File: config.mk
export PLATFORM = sky130hd
export DESIGN_NAME = mod_symbol_tx
export DESIGN_NICKNAME = d
export VERILOG_FILES = /design/src/rtl/mod_pkg.sv /design/src/rtl/mod_symbol_tx_sync_edge.sv /design/src/rtl/mod_symbol_tx.sv
export SDC_FILE = /design/constraint.sdc
export NUM_CORES = 1
export LEC_CHECK = 0
export ABC_AREA = 1
export ABC_CLOCK_PERIOD_IN_PS = 1900
export CORE_AREA = 2 2 81 83
export CTS_CLUSTER_DIAMETER = 60
export DETAILED_ROUTE_END_ITERATION = 8
export DIE_AREA = 0 0 83 85
export PLACE_DENSITY = 0.66
export SLEW_MARGIN = 20
export SYNTH_ARGS = -nofsm -noshare
export SYNTH_HDL_FRONTEND = slang
export SYNTH_SLANG_ARGS = --single-unit
File: constraint.sdc
create_clock -name clk -period 1.9 [get_ports clk]
set_input_delay 0.475 -clock clk [delete_from_list [all_inputs] [get_ports clk]]
set_output_delay 0.475 -clock clk [all_outputs]
set_load 0.01 [all_outputs]
File: src/rtl/mod_pkg.sv
// Shared encodings for the symbol transmitter: modulation modes, FSM states, modulator.
// Define MOD_SYMBOL_TX_PSK_EN to enable PSK; otherwise mode 11 falls back to baseband.
package mod_pkg;

  localparam logic [1:0] MODE_BB  = 2'b00;
  localparam logic [1:0] MODE_ASK = 2'b01;
  localparam logic [1:0] MODE_FSK = 2'b10;
  localparam logic [1:0] MODE_PSK = 2'b11;

  localparam logic [1:0] ST_IDLE  = 2'b00;
  localparam logic [1:0] ST_ALIGN = 2'b01;
  localparam logic [1:0] ST_SHIFT = 2'b10;
  localparam logic [1:0] ST_DONE  = 2'b11;

  function automatic logic modulate(input logic [1:0] m, input logic b,
                                    input logic c0, input logic c1);
    case (m)
      MODE_ASK: return b & c0;
      MODE_FSK: return b ? c1 : c0;
`ifdef MOD_SYMBOL_TX_PSK_EN
      MODE_PSK: return c0 ^ b;
`endif
      default:  return b;
    endcase
  endfunction

endpackage

File: src/rtl/mod_symbol_tx_sync_edge.sv
// Two-flop synchronizer for an asynchronous level plus a one-clk rising-edge pulse.
module sync_edge (
  input  logic clk,
  input  logic rst,
  input  logic din,
  output logic pulse
);

  logic s1, s2, s3;

  always_ff @(posedge clk or posedge rst) begin
    if (rst) begin
      s1 <= 1'b0;
      s2 <= 1'b0;
      s3 <= 1'b0;
    end else begin
      s1 <= din;
      s2 <= s1;
      s3 <= s2;
    end
  end

  // Pulse is consumed by the third clk edge after the input rises.
  assign pulse = s2 & ~s3;

endmodule

File: src/rtl/mod_symbol_tx.sv
// Serial symbol transmitter: MSB-first word shifted at the symbol rate, with BB/ASK/FSK/PSK output.
// PSK is present only when MOD_SYMBOL_TX_PSK_EN is defined.
module mod_symbol_tx
  import mod_pkg::*;
#(
  parameter int DATA_W    = 8,
  parameter int CAR0_HALF = 2500,
  parameter int CAR1_HALF = 1250
) (
  input  logic              clk,
  input  logic              rst,
  input  logic              sym_clk,
  input  logic [1:0]        mode,
  input  logic [DATA_W-1:0] data_in,
  input  logic              data_valid,
  output logic              data_ready,
  output logic              bit_out,
  output logic              mod_out,
  output logic              busy,
  output logic              done
);

  localparam int C0W  = (CAR0_HALF > 1) ? $clog2(CAR0_HALF) : 1;
  localparam int C1W  = (CAR1_HALF > 1) ? $clog2(CAR1_HALF) : 1;
  localparam int CNTW = (DATA_W > 1) ? $clog2(DATA_W) : 1;

  logic              sym_edge;
  logic [C0W-1:0]    cnt0;
  logic [C1W-1:0]    cnt1;
  logic              car0, car1;
  logic [1:0]        state;
  logic [1:0]        mode_q;
  logic [DATA_W-1:0] sh;
  logic [CNTW-1:0]   bit_cnt;

  sync_edge u_sync (
    .clk   (clk),
    .rst   (rst),
    .din   (sym_clk),
    .pulse (sym_edge)
  );

  // Carriers free-run from reset, independent of the transfer state.
  always_ff @(posedge clk or posedge rst) begin
    if (rst) begin
      cnt0 <= '0;
      car0 <= 1'b0;
    end else if (cnt0 == C0W'(CAR0_HALF - 1)) begin
      cnt0 <= '0;
      car0 <= ~car0;
    end else begin
      cnt0 <= cnt0 + 1'b1;
    end
  end

  always_ff @(posedge clk or posedge rst) begin
    if (rst) begin
      cnt1 <= '0;
      car1 <= 1'b0;
    end else if (cnt1 == C1W'(CAR1_HALF - 1)) begin
      cnt1 <= '0;
      car1 <= ~car1;
    end else begin
      cnt1 <= cnt1 + 1'b1;
    end
  end

  always_ff @(posedge clk or posedge rst) begin
    if (rst) begin
      state   <= ST_IDLE;
      mode_q  <= MODE_BB;
      sh      <= '0;
      bit_cnt <= '0;
      bit_out <= 1'b0;
      mod_out <= 1'b0;
    end else begin
      mod_out <= 1'b0;
      case (state)
        ST_IDLE: begin
          if (data_valid) begin
            sh     <= data_in;
            mode_q <= mode;
            state  <= ST_ALIGN;
          end
        end
        // A coincident sym_edge at accept is ignored: ALIGN only sees later edges.
        ST_ALIGN: begin
          if (sym_edge) begin
            bit_out <= sh[DATA_W-1];
            sh      <= sh << 1;
            bit_cnt <= CNTW'(DATA_W - 1);
            state   <= ST_SHIFT;
          end
        end
        ST_SHIFT: begin
          mod_out <= modulate(mode_q, bit_out, car0, car1);
          if (sym_edge) begin
            if (bit_cnt != '0) begin
              bit_out <= sh[DATA_W-1];
              sh      <= sh << 1;
              bit_cnt <= bit_cnt - 1'b1;
            end else begin
              bit_out <= 1'b0;
              mod_out <= 1'b0;
              state   <= ST_DONE;
            end
          end
        end
        default: state <= ST_IDLE;
      endcase
    end
  end

  assign data_ready = (state == ST_IDLE);
  assign busy       = (state != ST_IDLE);
  assign done       = (state == ST_DONE);

endmodule

# Word level (Yosys, flattened, before mapping)

Index checks and enable logic that the tools add are counted.

Flip-flop bits (word level): 45
Memory bits (writable): 0
Bits in read-only memories: 0
Bits in latches: 0
Memories: 0
Bits of input ports: 14

Reduce and logical (&&, ||, !) cells: 10
$add $sub $neg: 3
Divide/modulo/power cells: 0
Equality and inequality tests: 12
Bitwise gates (word level): 5
Shift-type cells: 0
Multiply operators: 0
Multiplexer cells: 25
Magnitude comparators: 0

Operators with widths:

| kind                  | number |
|---|---|
| $mux 8                | 4 |
| $pmux 8 s3            | 1 |
| $add 12x1->12 const B | 1 |
| $eq 12x12->1 const B  | 1 |
| $mux 12               | 1 |
| $add 11x1->11 const B | 1 |
| $eq 11x11->1 const B  | 1 |
| $mux 11               | 1 |
| $ne 2x2->1 const B    | 5 |
| $mux 3                | 3 |
| $mux 2                | 4 |
| $reduce_and 4->1      | 2 |
| $mux 1                | 7 |
| $eq 2x2->1 const B    | 3 |
| $pmux 2 s3            | 1 |
| $pmux 3 s2            | 1 |
| $reduce_bool 3->1     | 2 |
| $reduce_and 5->1      | 1 |
| $eq 2x1->1 const B    | 2 |
| $pmux 1 s2            | 2 |
| $reduce_bool 2->1     | 2 |
| $not 1->1             | 3 |
| $reduce_and 3->1      | 1 |
| $sub 3x1->3 const B   | 1 |
| 3 further kinds       | 4 |

# Depth between registers and ports, before layout

Gate-level depths: netlist of run 1.

Depth in word-level cells: 5
Gate-level depth with buffers: 9
Depth with buffers taken out: 9

# Cells and area by module

From an unflattened synthesis of run 1, not the netlist that was laid out.

Cells, all modules: 294
Area, all modules: 2432.3 µm²

By module, submodules not included:

| module        | area each (µm²) | cells an instance | instances | seq. area each (µm²) |
|---|---|---|---|---|
| mod_symbol_tx | 2343.5          | 288               | 1         | 1051.0 |
| sync_edge     | 88.8            | 6                 | 1         | 75.1 |

# Least setup slack after synthesis of run 1

No wires, ideal clock.

Kind: register to register
Start point: register state[0]
End point: register sh[7]
Arrival time: 1317 ps
Stages on the path, launching flop included: 9
Slack: 461 ps
Data required time: 1778 ps
Setup time: 122 ps
Cells stage by stage: dfrtp_1 > inv_1 > ha_1 > inv_1 > nand2_2 > nand3_4 > buf_12 > nand2_2 > o21ai_2

Longest elaborated chain between the ends: 3
Elaborated cells between the ends (all ways): 10
Those cells by class: 6 x eq/ne; 1 x mux; 3 x reduce/logical

RTL lines:

| element                                                                 | line                 | source |
|---|---|---|
| start: declaration                                                      | mod_symbol_tx.sv:31  | `logic [1:0] state;` |
| start signal: assignment                                                | mod_symbol_tx.sv:70  | `state <= ST_IDLE;` |
| start signal: assignment                                                | mod_symbol_tx.sv:83  | `state <= ST_ALIGN;` |
| start signal: assignment                                                | mod_symbol_tx.sv:92  | `state <= ST_SHIFT;` |
| $logic_not 2->1 (*)                                                     | --                   |  |
| named net data_ready                                                    | mod_symbol_tx.sv:16  | `output logic data_ready,` |
| $ne 2x2->1 (no source line) / $reduce_bool 3->1 (equally long branches) | --                   |  |
| $reduce_and 5->1 (no source line)                                       | --                   |  |
| end signal: assignment                                                  | mod_symbol_tx.sv:81  | `sh <= data_in;` |
| end signal: assignment                                                  | mod_symbol_tx.sv:90  | `sh <= sh << 1;` |
| end signal: assignment                                                  | mod_symbol_tx.sv:100 | `sh <= sh << 1;` |
| end: declaration                                                        | mod_symbol_tx.sv:33  | `logic [DATA_W-1:0] sh;` |

Mark *: on every way through the listed nets, which the timed path passes. The rest lies on a longest branch.
A chain may end at the register's enable or synchronous reset.

# Worst setup path after layout of run 1

Start point: register state[1]
End point: output busy

Longest elaborated chain between the ends: 1

RTL lines:

| element           | line                 | source |
|---|---|---|
| $reduce_bool 2->1 | mod_symbol_tx.sv:115 | `assign busy = (state != ST_IDLE);` |
| end: declaration  | mod_symbol_tx.sv:19  | `output logic busy,` |

No other way between the ends.

==> flow_metrics.py, run 1 <==
metrics = {
    "run_status": {
        "status": "finished, final reports clean",
    },
    "sta": {
        "setup_tns_ns": 0,
        "rsz0062_at_grt": "no",
        "fmax_ghz": 0.553,
        "fin_crit_sh": 0.952,
        "relSlewSlack": 0.754,
        "fin_crit_ns": 1.81,
        "hold_viol": 0,
        "finalMaxSlewViolations": 0,
        "setup_viol": 0,
        "fin_skew_ns": 0.0115,
        "tightest_slew_ns": 0.369,
    },
    "placement": {
        "dp_hpwl_um": 3120,
        "place_congestion": 0.873,
        "numPortBuffers": 18,
        "place_area_um2": 2670,
    },
    "worst_hold_path": {
        "hold_path_class": "reg2reg",
    },
    "global_route": {
        "grt_first_pass_wirelength_um": 7220,
        "antenna_found_initial": 0,
        "grt-ovfl-total": 0,
        "grt_usage": 0.124,
        "first_global_vias": 1716,
        "grt_start_max_net_pins": 19,
    },
    "pwr": {
        "power.density_nw_per_um2": 1130,
        "vdd.ir_drop.worst_v": 0.000916,
        "switchingPower_w": 0.00111,
        "p_int_w": 0.00206,
        "switching_share": 0.350,
        "seqPwrFrac": 0.383,
        "total_power_w": 0.00317,
        "leakage_nw": 1.40,
        "combPwrFrac": 0.385,
        "p_clk_frac": 0.232,
    },
    "cts": {
        "postCtsHoldBufs": 0,
        "cts.sinks": 45,
        "cts_tree": "built",
        "root_buffer": "clkbuf_8",
        "htreeDepth": 2,
        "clk_pin_slew_worst_paths_ns": 0.08,
        "clockBufferDepth": 2,
        "clock_latency_ns": 0.31,
        "cts_buffers": 5,
    },
    "drt": {
        "wirelength_um": 4100,
        "highest_layer": "met4",
        "drt-initial-drc-count": 58,
        "first_pass_iters": 4,
        "wl_met3_um": 193,
        "post_drt_via_cell_ratio": 4.62,
        "detailroute.via_count": 1801,
        "detail-route-antenna-nets": 0,
        "wl_met1_um": 1920,
        "dr_wl_met2_um": 1890,
        "drc_errors": 0,
        "wire_per_inst_um": 10.5,
    },
    "synth": {
        "yosys.cell_types.count": 28,
        "yosysWarnings": 0,
        "synth_cells": 286,
        "synth_seq_cells": 45,
        "syn_avg_cell_area_um2": 8.37,
        "syn_area_um2": 2390,
        "syn-num-nets": 311,
        "ys_seq_area_frac": 0.470,
    },
    "worst_setup_path": {
        "worstSetupPathType": "reg2out",
        "cp.required_ns": 1.42,
        "end_kind": "primary output",
        "worstSetupStartpointType": "flip-flop",
        "cp_max_fo": 5,
        "arrival_ns": 1.33,
    },
    "floorplanning": {
        "die_area_um2": 7060,
        "coreArea_um2": 6200,
        "io_pins": 19,
        "die_x_um": 83,
        "initial_core_util": 0.386,
        "core.rowCount": 29,
        "die_y_um": 85,
    },
    "cells_and_area": {
        "drive_above_1_share": 0.121,
        "syn_to_final_growth_pct": 17.3,
        "diodes": 0,
        "nets": 337,
        "final_area_um2": 2810,
        "final_common_cell": "nand2_1",
        "num-fill-cells": 593,
        "mostFrequentLayoutCells": "nand2_1, dfrtp_1, nor2_1",
    },
    "flow_run": {
        "maxCapViolCount": 0,
    },
}
registers in the layout, summed over array words and instances, names as in the netlist:
signal / cells
state: 2
u_sync.s3: 1
bit_cnt: 3
u_sync.s1: 1
car0: 1
u_sync.s2: 1
mode_q: 2
car1: 1
sh: 8
mod_out: 1
cnt1: 11
cnt0: 12
bit_out: 1
cell usage after synthesis, drive strengths merged:
cell    n  share of area
nand2  70           0.12
nor2   47          0.080
inv    46          0.072
dfrtp  45           0.47
o21ai  16          0.046
nand3  12          0.032
ha     11          0.058
nand4   8          0.021
mux2i   7          0.029
a21oi   6          0.013
xnor2   4          0.015
xor2    4          0.015
buf     3          0.014
nor3    3         0.0084
a22oi   2         0.0063
and2    1         0.0037
and3    1         0.0026
through the flow:
stage | cells | utilization | hold WS, ns | setup slack (ns)
finish | 390 | 0.453 | 0.354 | 0.0907
global route | 390 | 0.453 | 0.359 | 0.00414
CTS | 389 | 0.451 | 0.357 | 0.0187
detailed placement | 381 | 0.431 | 0.338 | 0.0471
global placement | 381 | 0.431 | 0.333 | 0.129
floorplan | 286 | - | 0.331 | 0.366
area by class of cell:
class | instances | area [um^2] | share of cell area
tap | 77 | 96.3 | 0.0343
sequential | 45 | 1130 | 0.401
timing repair buffer | 22 | 223 | 0.0793
multi-input combinational | 192 | 1070 | 0.383
clock buffer | 5 | 68.8 | 0.0245
clock inverter | 3 | 46.3 | 0.0165
inverter | 46 | 173 | 0.0615
kinds of logic (layout without fill, tap and decap cells):
| group | Yosys count | after routing | share of synthesized area |
|---|---|---|---|
| mux | 7 | 7 | 0.0293 |
| fa+ha+maj | 11 | 11 | 0.0575 |
| buf+inv | 49 | 76 | 0.0857 |
| xor+xnor | 8 | 8 | 0.0293 |
| simple gates | 142 | 142 | 0.263 |
| flops | 45 | 45 | 0.470 |
| compound gates | 24 | 24 | 0.0648 |
worst paths after layout:
| check | from | to | slack (ns) | cells after the start |
|---|---|---|---|---|
| max | state[1] | busy | 0.09 | 4 |
| min | u_sync.s1 | u_sync.s2 | 0.35 | 0 |
| max reg2reg | state[0] | sh[6] | 0.34 | 6 |
| min reg2reg | u_sync.s1 | u_sync.s2 | 0.35 | 0 |
| max in group asynchronous | rst | bit_cnt[1] | 1.00 | 3 |
| min in group asynchronous | rst | cnt0[7] | 0.46 | 2 |
layer usage:
| layer | vias to the layer above | track usage |
|---|---|---|
| met5 | - | 0 |
| met4 | 0 | 0.0537 |
| met3 | 12 | 0.0282 |
| met2 | 47 | 0.209 |
| met1 | 801 | 0.153 |
| li1 | 941 | - |
power by group through the flow:
stage,combinational [W],sequential (W),clock [W]
2_1_floorplan,0.000988,0.00121,0
3_3_place_gp,0.00115,0.00123,0
3_5_place_dp,0.00118,0.00123,0
4_1_cts,0.00122,0.00121,0.000764
5_1_grt,0.00137,0.00123,0.000790
6_report,0.00122,0.00121,0.000734
timing repair:
| item | 4_1_cts | 5_1_grt |
|---|---|---|
| setup buffers | 0 | 1 |
| pin swaps | 0 | 0 |
| endpoints found under the setup margin | 2 | 2 |
| resized for setup | 4 | 2 |
worst max-delay path, stage by stage (launching register included):
cell and delay, ns:
dfrtp_1 0.40, inv_1 0.12, ha_4 0.17, inv_1 0.06, dlygate4sd2_1 0.28
(Power assumes the default switching activity.)
==> run 2, diff against run 1 <==
CORE_AREA = 2 2 77 87   (was 2 2 81 83)
DIE_AREA = 0 0 79 89   (was 0 0 83 85)
==> run 2 against run 1 <==
Clock skew is 0.0053 ns lower; non-clock buffer count decreased by 2; sequential cell count unchanged; via count down 2.2%; maximum frequency increased by 0.15%; clock-buffer cell count rose by 1; core utilization up 0.37 points; final area fell by 1.2%; largest cell class unchanged; largest power group is now registers.
==> flow_metrics.py, run 2 (synthesized netlist as in run 1, its figures left out) <==
metrics = {
    "run_status": {
        "status": "finished, final reports clean",
    },
    "sta": {
        "hold_viol": 0,
        "fmax_ghz": 0.554,
        "fin_crit_sh": 0.951,
        "fin_crit_ns": 1.81,
        "finalMaxSlewViolations": 0,
        "setup_tns_ns": 0,
        "rsz0062_at_grt": "no",
        "setup_viol": 0,
        "tightest_slew_ns": 0.252,
        "relSlewSlack": 0.832,
        "fin_skew_ns": 0.00621,
    },
    "global_route": {
        "antenna_found_initial": 0,
        "grt-ovfl-total": 0,
        "grt_usage": 0.126,
        "first_global_vias": 1728,
        "grt_start_max_net_pins": 46,
        "grt_first_pass_wirelength_um": 7090,
    },
    "cts": {
        "postCtsHoldBufs": 0,
        "clk_pin_slew_worst_paths_ns": 0.08,
        "clockBufferDepth": 2,
        "cts_tree": "built",
        "root_buffer": "clkbuf_8",
        "cts.sinks": 45,
        "htreeDepth": 2,
        "cts_buffers": 5,
        "clock_latency_ns": 0.29,
    },
    "worst_setup_path": {
        "worstSetupStartpointType": "flip-flop",
        "critPathTopFamily": "buffers and inverters",
        "arrival_ns": 1.33,
        "r2r_setup_slack_ns": 0.34,
        "cp_slowest_cell": "dfrtp_1",
        "worstSetupPathType": "reg2out",
        "timing.rr.start": "bit_cnt[0]",
        "crit_top_cell": "inv_1",
        "end_kind": "primary output",
        "path_buf_inv": 3,
        "r2r_end": "sh[5]",
        "cp_max_fo": 5,
        "r2r_cells": 8,
        "cp.required_ns": 1.42,
        "max_stage_delay_ns": 0.39,
        "crit_chain": "inv_1 -> ha_4 -> inv_1 -> dlygate4sd2_1",
    },
    "floorplanning": {
        "die_y_um": 89,
        "coreArea_um2": 6080,
        "initial_core_util": 0.394,
        "die_x_um": 79,
        "core.rowCount": 30,
        "io_pins": 19,
        "die_area_um2": 7030,
    },
    "pwr": {
        "total_power_w": 0.00303,
        "vdd.ir_drop.worst_v": 0.00119,
        "power.density_nw_per_um2": 1090,
        "p_clk_frac": 0.203,
        "leakage_nw": 1.37,
        "switchingPower_w": 0.00108,
        "p_int_w": 0.00195,
        "combPwrFrac": 0.399,
        "switching_share": 0.356,
        "seqPwrFrac": 0.398,
    },
    "drt": {
        "post_drt_via_cell_ratio": 4.51,
        "drt-initial-drc-count": 77,
        "wire_per_inst_um": 9.98,
        "detailroute.via_count": 1762,
        "detail-route-antenna-nets": 0,
        "wirelength_um": 3900,
        "drc_errors": 0,
        "first_pass_iters": 4,
    },
    "cells_and_area": {
        "regMostFlops": "cnt0",
        "fin_util": 0.456,
        "num-fill-cells": 626,
        "largest_register_ffs": 12,
        "final_common_cell": "nand2_1",
        "reg_top3": "cnt0: 12 flops, cnt1: 11 flops, sh: 8 flops",
        "nets": 335,
        "mostFrequentLayoutCells": "nand2_1, dfrtp_1, nor2_1, inv_1, clkdlybuf4s50_1",
        "drive_above_1_share": 0.113,
        "diodes": 0,
        "syn_to_final_growth_pct": 15.9,
    },
    "flow_run": {
        "maxCapViolCount": 0,
    },
    "worst_hold_path": {
        "hold_path_class": "reg2reg",
        "worstHoldEndpoint": "u_sync.s2",
        "holdPathStages": 0,
        "worstHoldStart": "u_sync.s1",
    },
    "placement": {
        "numPortBuffers": 18,
        "place_congestion": 0.786,
        "dp_hpwl_um": 2930,
    },
}
==> run 2: worst max path at each step <==
stage / start / end / cells after the start
after global placement: state[0] / busy / 4
after global routing: state[0] / busy / 4
after floorplan: rst / bit_cnt[0] / 1
after CTS: state[1] / busy / 4
final: state[0] / busy / 4
after detailed placement: state[0] / busy / 4
==> run 2: repair_timing <==
action	in CTS	in global routing
setup endpoints to repair	2	1
resized for setup	4	1
setup buffers	1	0
==> run 2: area by class of cell <==
cell class | count | area, um^2 | share of cell area
clock inverters | 2 | 13.8 | 0.00496
repair buffers | 20 | 204 | 0.0735
multi-input cells | 192 | 1070 | 0.387
inverters | 46 | 173 | 0.0622
flip-flops and latches | 45 | 1130 | 0.406
clock buffers | 6 | 82.6 | 0.0298
well taps | 80 | 100 | 0.0361
==> run 2: routing by layer <==
layer	vias up	part of all wire	track usage
met5	-	0	0
met4	0	0.011	0.0502
met3	5	0.032	0.0283
met2	27	0.49	0.226
met1	795	0.46	0.148
li1	935	-	-
==> run 2: power groups by stage <==
stage                     clock network [W]  registers [W]  logic [W]
final                              0.000617        0.00121    0.00121
after global routing               0.000691        0.00123    0.00137
after CTS                          0.000652        0.00121    0.00119
after detailed placement                  0        0.00123    0.00118
after global placement                    0        0.00123    0.00114
after floorplan                           0        0.00121   0.000988
==> run 2: stage by stage <==
step / setup slack [ns] / hold WS, ns / area, um^2 / instances
floorplan: 0.366 / 0.331 / 2390 / 286
global placement: 0.131 / 0.338 / 2660 / 382
detailed placement: 0.0802 / 0.340 / 2660 / 382
CTS: 0.0422 / 0.361 / 2760 / 391
global route: 0.00593 / 0.375 / 2770 / 391
finish: 0.0933 / 0.357 / 2770 / 391
